[src/rtl/vga_timing_pkg.sv]
// 800x525 VGA timing constants and sync receiver FSM states.
package vga_timing_pkg;

  localparam int H_VISIBLE = 640;
  localparam int H_FRONT   = 16;
  localparam int H_SYNC    = 96;
  localparam int H_BACK    = 48;
  localparam int H_TOTAL   = 800;

  localparam int V_VISIBLE = 480;
  localparam int V_FRONT   = 10;
  localparam int V_SYNC    = 2;
  localparam int V_BACK    = 33;
  localparam int V_TOTAL   = 525;

  localparam int H_SYNC_START = H_VISIBLE + H_FRONT;
  localparam int V_SYNC_START = V_VISIBLE + V_FRONT;

  typedef enum logic [1:0] {
    SEARCH,
    H_ALIGN,
    LOCKED
  } sync_state_e;

endpackage

[src/rtl/sync_edge_detect.sv]
// Sync input register with falling-edge flag.
module sync_edge_detect (
  input  logic clk,
  input  logic reset,
  input  logic sync_in,
  output logic fall
);

  logic sync_d;

  always_ff @(posedge clk or posedge reset) begin
    if (reset) sync_d <= 1'b1;
    else       sync_d <= sync_in;
  end

  assign fall = sync_d & ~sync_in;

endmodule

[src/rtl/vga_sync_receiver.sv]
// Recovers pixel position, DE and lock state from VGA hsync/vsync.
module vga_sync_receiver
  import vga_timing_pkg::*;
#(
  parameter int LOCK_LINES = 3,
  parameter int WDOG_MAX   = 1023
) (
  input  logic       clk,
  input  logic       reset,
  input  logic       h_sync,
  input  logic       v_sync,
  output logic [9:0] x_pixel,
  output logic [9:0] y_pixel,
  output logic       DE,
  output logic       locked,
  output logic       frame_start,
  output logic       sync_err
);

  localparam int GW = $clog2(LOCK_LINES + 1);

  localparam logic [9:0]    H_LAST  = 10'(H_TOTAL - 1);
  localparam logic [9:0]    V_LAST  = 10'(V_TOTAL - 1);
  localparam logic [9:0]    H_SPOS  = 10'(H_SYNC_START);
  localparam logic [9:0]    H_LOAD  = 10'(H_SYNC_START + 1);
  localparam logic [9:0]    V_SPOS  = 10'(V_SYNC_START);
  localparam logic [9:0]    H_VIS   = 10'(H_VISIBLE);
  localparam logic [9:0]    V_VIS   = 10'(V_VISIBLE);
  localparam logic [10:0]   WD_LIM  = 11'(WDOG_MAX);
  localparam logic [GW-1:0] GOOD_MX = GW'(LOCK_LINES);

  sync_state_e   state;
  logic          h_fall, v_fall;
  logic [9:0]    h_cnt, v_cnt;
  logic [10:0]   wdog;
  logic [GW-1:0] good_lines;

  logic h_wrap, h_ok, v_ok, wd_trip;

  sync_edge_detect u_hs (
    .clk     (clk),
    .reset   (reset),
    .sync_in (h_sync),
    .fall    (h_fall)
  );

  sync_edge_detect u_vs (
    .clk     (clk),
    .reset   (reset),
    .sync_in (v_sync),
    .fall    (v_fall)
  );

  assign h_wrap  = (h_cnt == H_LAST) && !h_fall;
  assign h_ok    = (h_cnt == H_SPOS);
  assign v_ok    = (v_cnt == V_SPOS);
  assign wd_trip = (wdog == WD_LIM) && !h_fall;

  always_ff @(posedge clk or posedge reset) begin
    if (reset)       h_cnt <= '0;
    else if (h_fall) h_cnt <= H_LOAD;
    else if (h_wrap) h_cnt <= '0;
    else             h_cnt <= h_cnt + 10'd1;
  end

  always_ff @(posedge clk or posedge reset) begin
    if (reset)       v_cnt <= '0;
    else if (v_fall) v_cnt <= V_SPOS;
    else if (h_wrap) v_cnt <= (v_cnt == V_LAST) ? '0 : v_cnt + 10'd1;
  end

  // saturates so a dead input cannot wrap back below the limit
  always_ff @(posedge clk or posedge reset) begin
    if (reset)               wdog <= '0;
    else if (h_fall)         wdog <= '0;
    else if (wdog != WD_LIM) wdog <= wdog + 11'd1;
  end

  always_ff @(posedge clk or posedge reset) begin
    if (reset) begin
      state      <= SEARCH;
      good_lines <= '0;
      locked     <= 1'b0;
      sync_err   <= 1'b0;
    end else begin
      sync_err <= 1'b0;
      unique case (state)
        SEARCH: begin
          if (h_fall) begin
            state      <= H_ALIGN;
            good_lines <= '0;
          end
        end
        H_ALIGN: begin
          if (wd_trip) begin
            state <= SEARCH;
          end else begin
            if (h_fall) begin
              if (!h_ok)
                good_lines <= '0;
              else if (good_lines != GOOD_MX)
                good_lines <= good_lines + 1'b1;
            end
            if (v_fall && good_lines >= GOOD_MX) begin
              state  <= LOCKED;
              locked <= 1'b1;
            end
          end
        end
        LOCKED: begin
          if ((h_fall && !h_ok) || (v_fall && !v_ok) || wd_trip) begin
            state    <= SEARCH;
            locked   <= 1'b0;
            sync_err <= 1'b1;
          end
        end
        default: begin
          state  <= SEARCH;
          locked <= 1'b0;
        end
      endcase
    end
  end

  assign x_pixel     = h_cnt;
  assign y_pixel     = v_cnt;
  assign DE          = locked && (h_cnt < H_VIS) && (v_cnt < V_VIS);
  assign frame_start = locked && (h_cnt == '0) && (v_cnt == '0);

endmodule
[config.mk]
export PLATFORM = sky130hd
export DESIGN_NAME = vga_sync_receiver
export DESIGN_NICKNAME = d
export VERILOG_FILES = /design/src/rtl/vga_timing_pkg.sv /design/src/rtl/sync_edge_detect.sv /design/src/rtl/vga_sync_receiver.sv
export SDC_FILE = /design/constraint.sdc
export NUM_CORES = 1
export LEC_CHECK = 0
export CELL_PAD_IN_SITES_DETAIL_PLACEMENT = 1
export CELL_PAD_IN_SITES_GLOBAL_PLACEMENT = 2
export CORE_ASPECT_RATIO = 0.7
export CORE_MARGIN = 3
export CORE_UTILIZATION = 35
export DETAILED_ROUTE_END_ITERATION = 7
export PLACE_DENSITY_LB_ADDON = 0.1
export SLEW_MARGIN = 20
export SYNTH_ARGS = -nofsm -noshare
export SYNTH_HDL_FRONTEND = slang
export SYNTH_HIERARCHICAL = 1
export SYNTH_SLANG_ARGS = --single-unit
[constraint.sdc]
create_clock -name clk -period 2.5 [get_ports clk]
set_clock_uncertainty 0.05 [all_clocks]
set_input_delay 0.75 -clock clk [delete_from_list [all_inputs] [get_ports clk]]
set_output_delay 0.75 -clock clk [all_outputs]
set_load 0.01 [all_outputs]
==> metrics.md <==
| Metric | Value |
|---|---|
| Hold Startpoint | good_lines[0] |
| I/O pins | 28 |
| H-tree depth | 2 |
| CTS tree | yes |
| Slew Limit Headroom | 63.2% |
| Worst path cell trace | buf_4 > o21ai_1 > and4b_1 > dlygate4sd2_1 |
| #FFs+latches synth | 39 |
| Number of global-route vias before repair | 2033 |
| Layout cells sized above 1 | 22.0% |
| Seq/Total Area, Yosys | 43.7% |
| First DRT Iteration DRCs | ~120 |
| Mapped Nets | roughly 240 |
| Clock Tree Buf Depth | 2 |
| Most common cell after layout, fill and taps aside | dfrtp_1 |
| Synth Area per Inst | 9.95 um2 |
| Synth cell types | 54 |
| Port bufs | 27 |
| Post-synth EDFFs | 0 |
| CP peak stage delay | 0.42 ns |
| First-pass GRT wire length | approximately 11 mm |
| Reg clk slew, reported paths | ~0.080 ns |
| GRT Total Usage | about a fifth |
| Setup WS post-layout | ~0.15 ns |
| # setup viols final | 0 |
| Count of final max-slew check failures | 0 |
| Commonest register cell after synthesis | dfrtp_1 |
| Final hold violation count | 0 |
| Crit Path Class | reg2out |
| Die Span X | slightly above 100 um |
| Max Fclk | approximately 0.43 GHz |
| Slowest stage cell, crit path | dfrtp_1 |
| Die height | 72.9 um |
| Internal power | 1.23 mW |
| Largest net degree at the start of global routing | 29 |
| RSZ-0062 raised after global routing | no |
| Critical Path RT | about 1.7 ns |
| Area Overhead vs Synth | 33.6% |
| Reg2reg start | y_pixel[0] |
| Total gr overflow | 0 |
| HP Class | reg2reg |
| Mapped Cells | 225 |
| Core footprint | 5960 um2 |
| Combinational Power Share | 24.0% |
| Minimum clock period | 2.35 ns |
| Ratio of final minimum period to clock period | a little over nine tenths |
| Clk_lat worst skew | approximately 0.29 ns |
| Post-Place Setup Slack | -0.0431 ns |
| P_sw | roughly 0.49 mW |
| Detail-routed via count per cell | between 5 and 6 |
| R2R cell count | 8 |
| DR WL/cell | 17.9 um |
| Die area | ~7400 um2 |
| Clock root buffer | clkbuf_8 |
| Ys Warns | 6 |
| Post-DP HPWL | approximately 5 mm |
| CTS sink count | 39 |
| Initial antenna violation count | 0 |
| TritonRoute pass-1 iters | 4 |
| Hold WS | approximately 0.49 ns |
| Mapped Area | 2240 um2 |
| TritonCTS buffer count | 5 |
| Drt drc | 0 |
| Antenna Nets Post-Route | 0 |
| Number of antenna diodes | 0 |
| Max Cap Viol | 0 |
| Via count | about 2000 |
| CP startpoint kind | flip-flop |
| R2r endpoint | y_pixel[6] |
| Leakage | 1.31 nW |
| FFs w/ async S/R, synth | 100% |
| Worst Tran Pin Value | between 0.5 and 0.6 ns |
| WHS Path Cells | 1 |
| Placed Area | ~2900 um2 |
| Clock Power Share | about a third |
| Post-route cell area | 2990 um2 |
| Outcome | complete, no violations |
| Final nets | between 300 and 400 |
| Max Fanout on Critical Path | 6 |
| Reg power frac | between 40% and 50% |
| R2r setup slk | 0.43 ns |
| Hold Path Sink | good_lines[0] |
| Initial Utilization | a little under two fifths |
| CP Capture Type | output port |
| Max IR drop VDD | approximately 0.31 mV |
| Worst EP arrival | 1.55 ns |
| # rows | 23 |
| Gpl congestion | 0.804 |
| Most frequent cells in the layout | dfrtp_1 (37), buf_4 (35), clkdlybuf4s50_1 (25) |
| WL final | 6.55 mm |
| Pwr Density | ~570 nW/um2 |
| Switch share | roughly 28% |
## critical path, delay by kind of cell (launching register included)
kind / cells / cell delay, ns
buf+inv: 2 / 0.45
flops: 1 / 0.42
simple gates: 1 / 0.23
compound gates: 1 / 0.17
## sequential cells by signal (all words and copies together) (netlist names)
register,flops
wdog,11
x_pixel,10
y_pixel,10
good_lines,2
state,2
locked,1
sync_err,1
u_hs/sync_d,1
u_vs/sync_d,1
## repair_timing
action / CTS / global route
setup buffers: 0 / 1
endpoints found under the hold margin: 0 / 0
resized for setup: 6 / 3
hold buffers: 0 / 0
endpoints found under the setup margin: 2 / 1
gates cloned: 0 / 0
## cell usage after synthesis, types with 4 or more instances
master	n	area share (%)
nor3_1	10	2.2
ha_1	7	3.9
nor2_1	16	2.7
nand4_1	8	2.2
a21oi_1	12	2.7
nand3_1	9	2.0
xnor2_1	4	1.6
a221o_1	6	2.7
xor2_1	5	2.0
nand2_1	16	2.7
and3_1	9	2.5
inv_1	12	2.0
o21ai_0	8	1.8
dfrtp_1	37	41
or3_1	4	1.1
o21ai_1	4	0.89
a21o_1	4	1.3
## logic make-up (layout without fill, tap and decap cells)
kind of cell    count (synthesis)  count (layout)  synth area share (%)
flops                          39              39                  43.7
simple gates                  102             102                  28.4
buf+inv                        17              83                  3.24
xor+xnor                        9               9                  3.52
mux                             2               2                 0.950
fa+ha+maj                       7               7                  3.91
compound gates                 49              49                  16.3
## power groups by stage
| stage | combinational (mW) | clock (mW) | sequential, mW |
|---|---|---|---|
| after CTS | 0.403 | 0.573 | 0.748 |
| after global routing | 0.452 | 0.601 | 0.761 |
| after detailed placement | 0.395 | 0 | 0.758 |
| after global placement | 0.391 | 0 | 0.754 |
| final | 0.412 | 0.554 | 0.752 |
| after floorplan | 0.163 | 0 | 0.788 |
## per-layer routing
metal / global-route usage (%) / wire, um / vias to the layer above
met4: 3.83 / 64 / 0
met3: 4.97 / 400 / 8
met2: 25.9 / 2610 / 48
met1: 30.1 / 3480 / 964
li1: - / - / 974
met5: 0 / 0 / -
## through the flow
| step | util (%) | TNS (ns) | cells | power, mW |
|---|---|---|---|---|
| finish | 50.2 | 0 | 366 | 1.72 |
| global route | 50.2 | 0 | 366 | 1.81 |
| CTS | 49.9 | 0 | 365 | 1.72 |
| detailed placement | 47.9 | -0.0954 | 357 | 1.15 |
| global placement | 47.9 | -0.00223 | 357 | 1.15 |
| floorplan | - | 0 | 225 | 0.951 |
## area by class of cell
type	count	area, um2
Fill cell	674	2970
Multi-Input combinational cell	169	1210
Sequential cell	39	978
Timing Repair Buffer	63	547
Tap cell	75	93.8
Clock buffer	6	82.6
Inverter	12	45.0
Clock inverter	2	35.0
## how the worst max path moves through the flow
stage                     cells past startpoint  slack, ns     endpoint       start
after floorplan                               5       0.43  frame_start  x_pixel[0]
after global placement                        7     -0.002  frame_start  x_pixel[0]
after detailed placement                      6      -0.04   y_pixel[6]      h_sync
after CTS                                     5       0.02  frame_start  y_pixel[3]
after global routing                          7       0.05  frame_start  x_pixel[0]
final                                         4       0.15           DE  x_pixel[7]
Note: power is estimated with default switching activity, not from simulation.
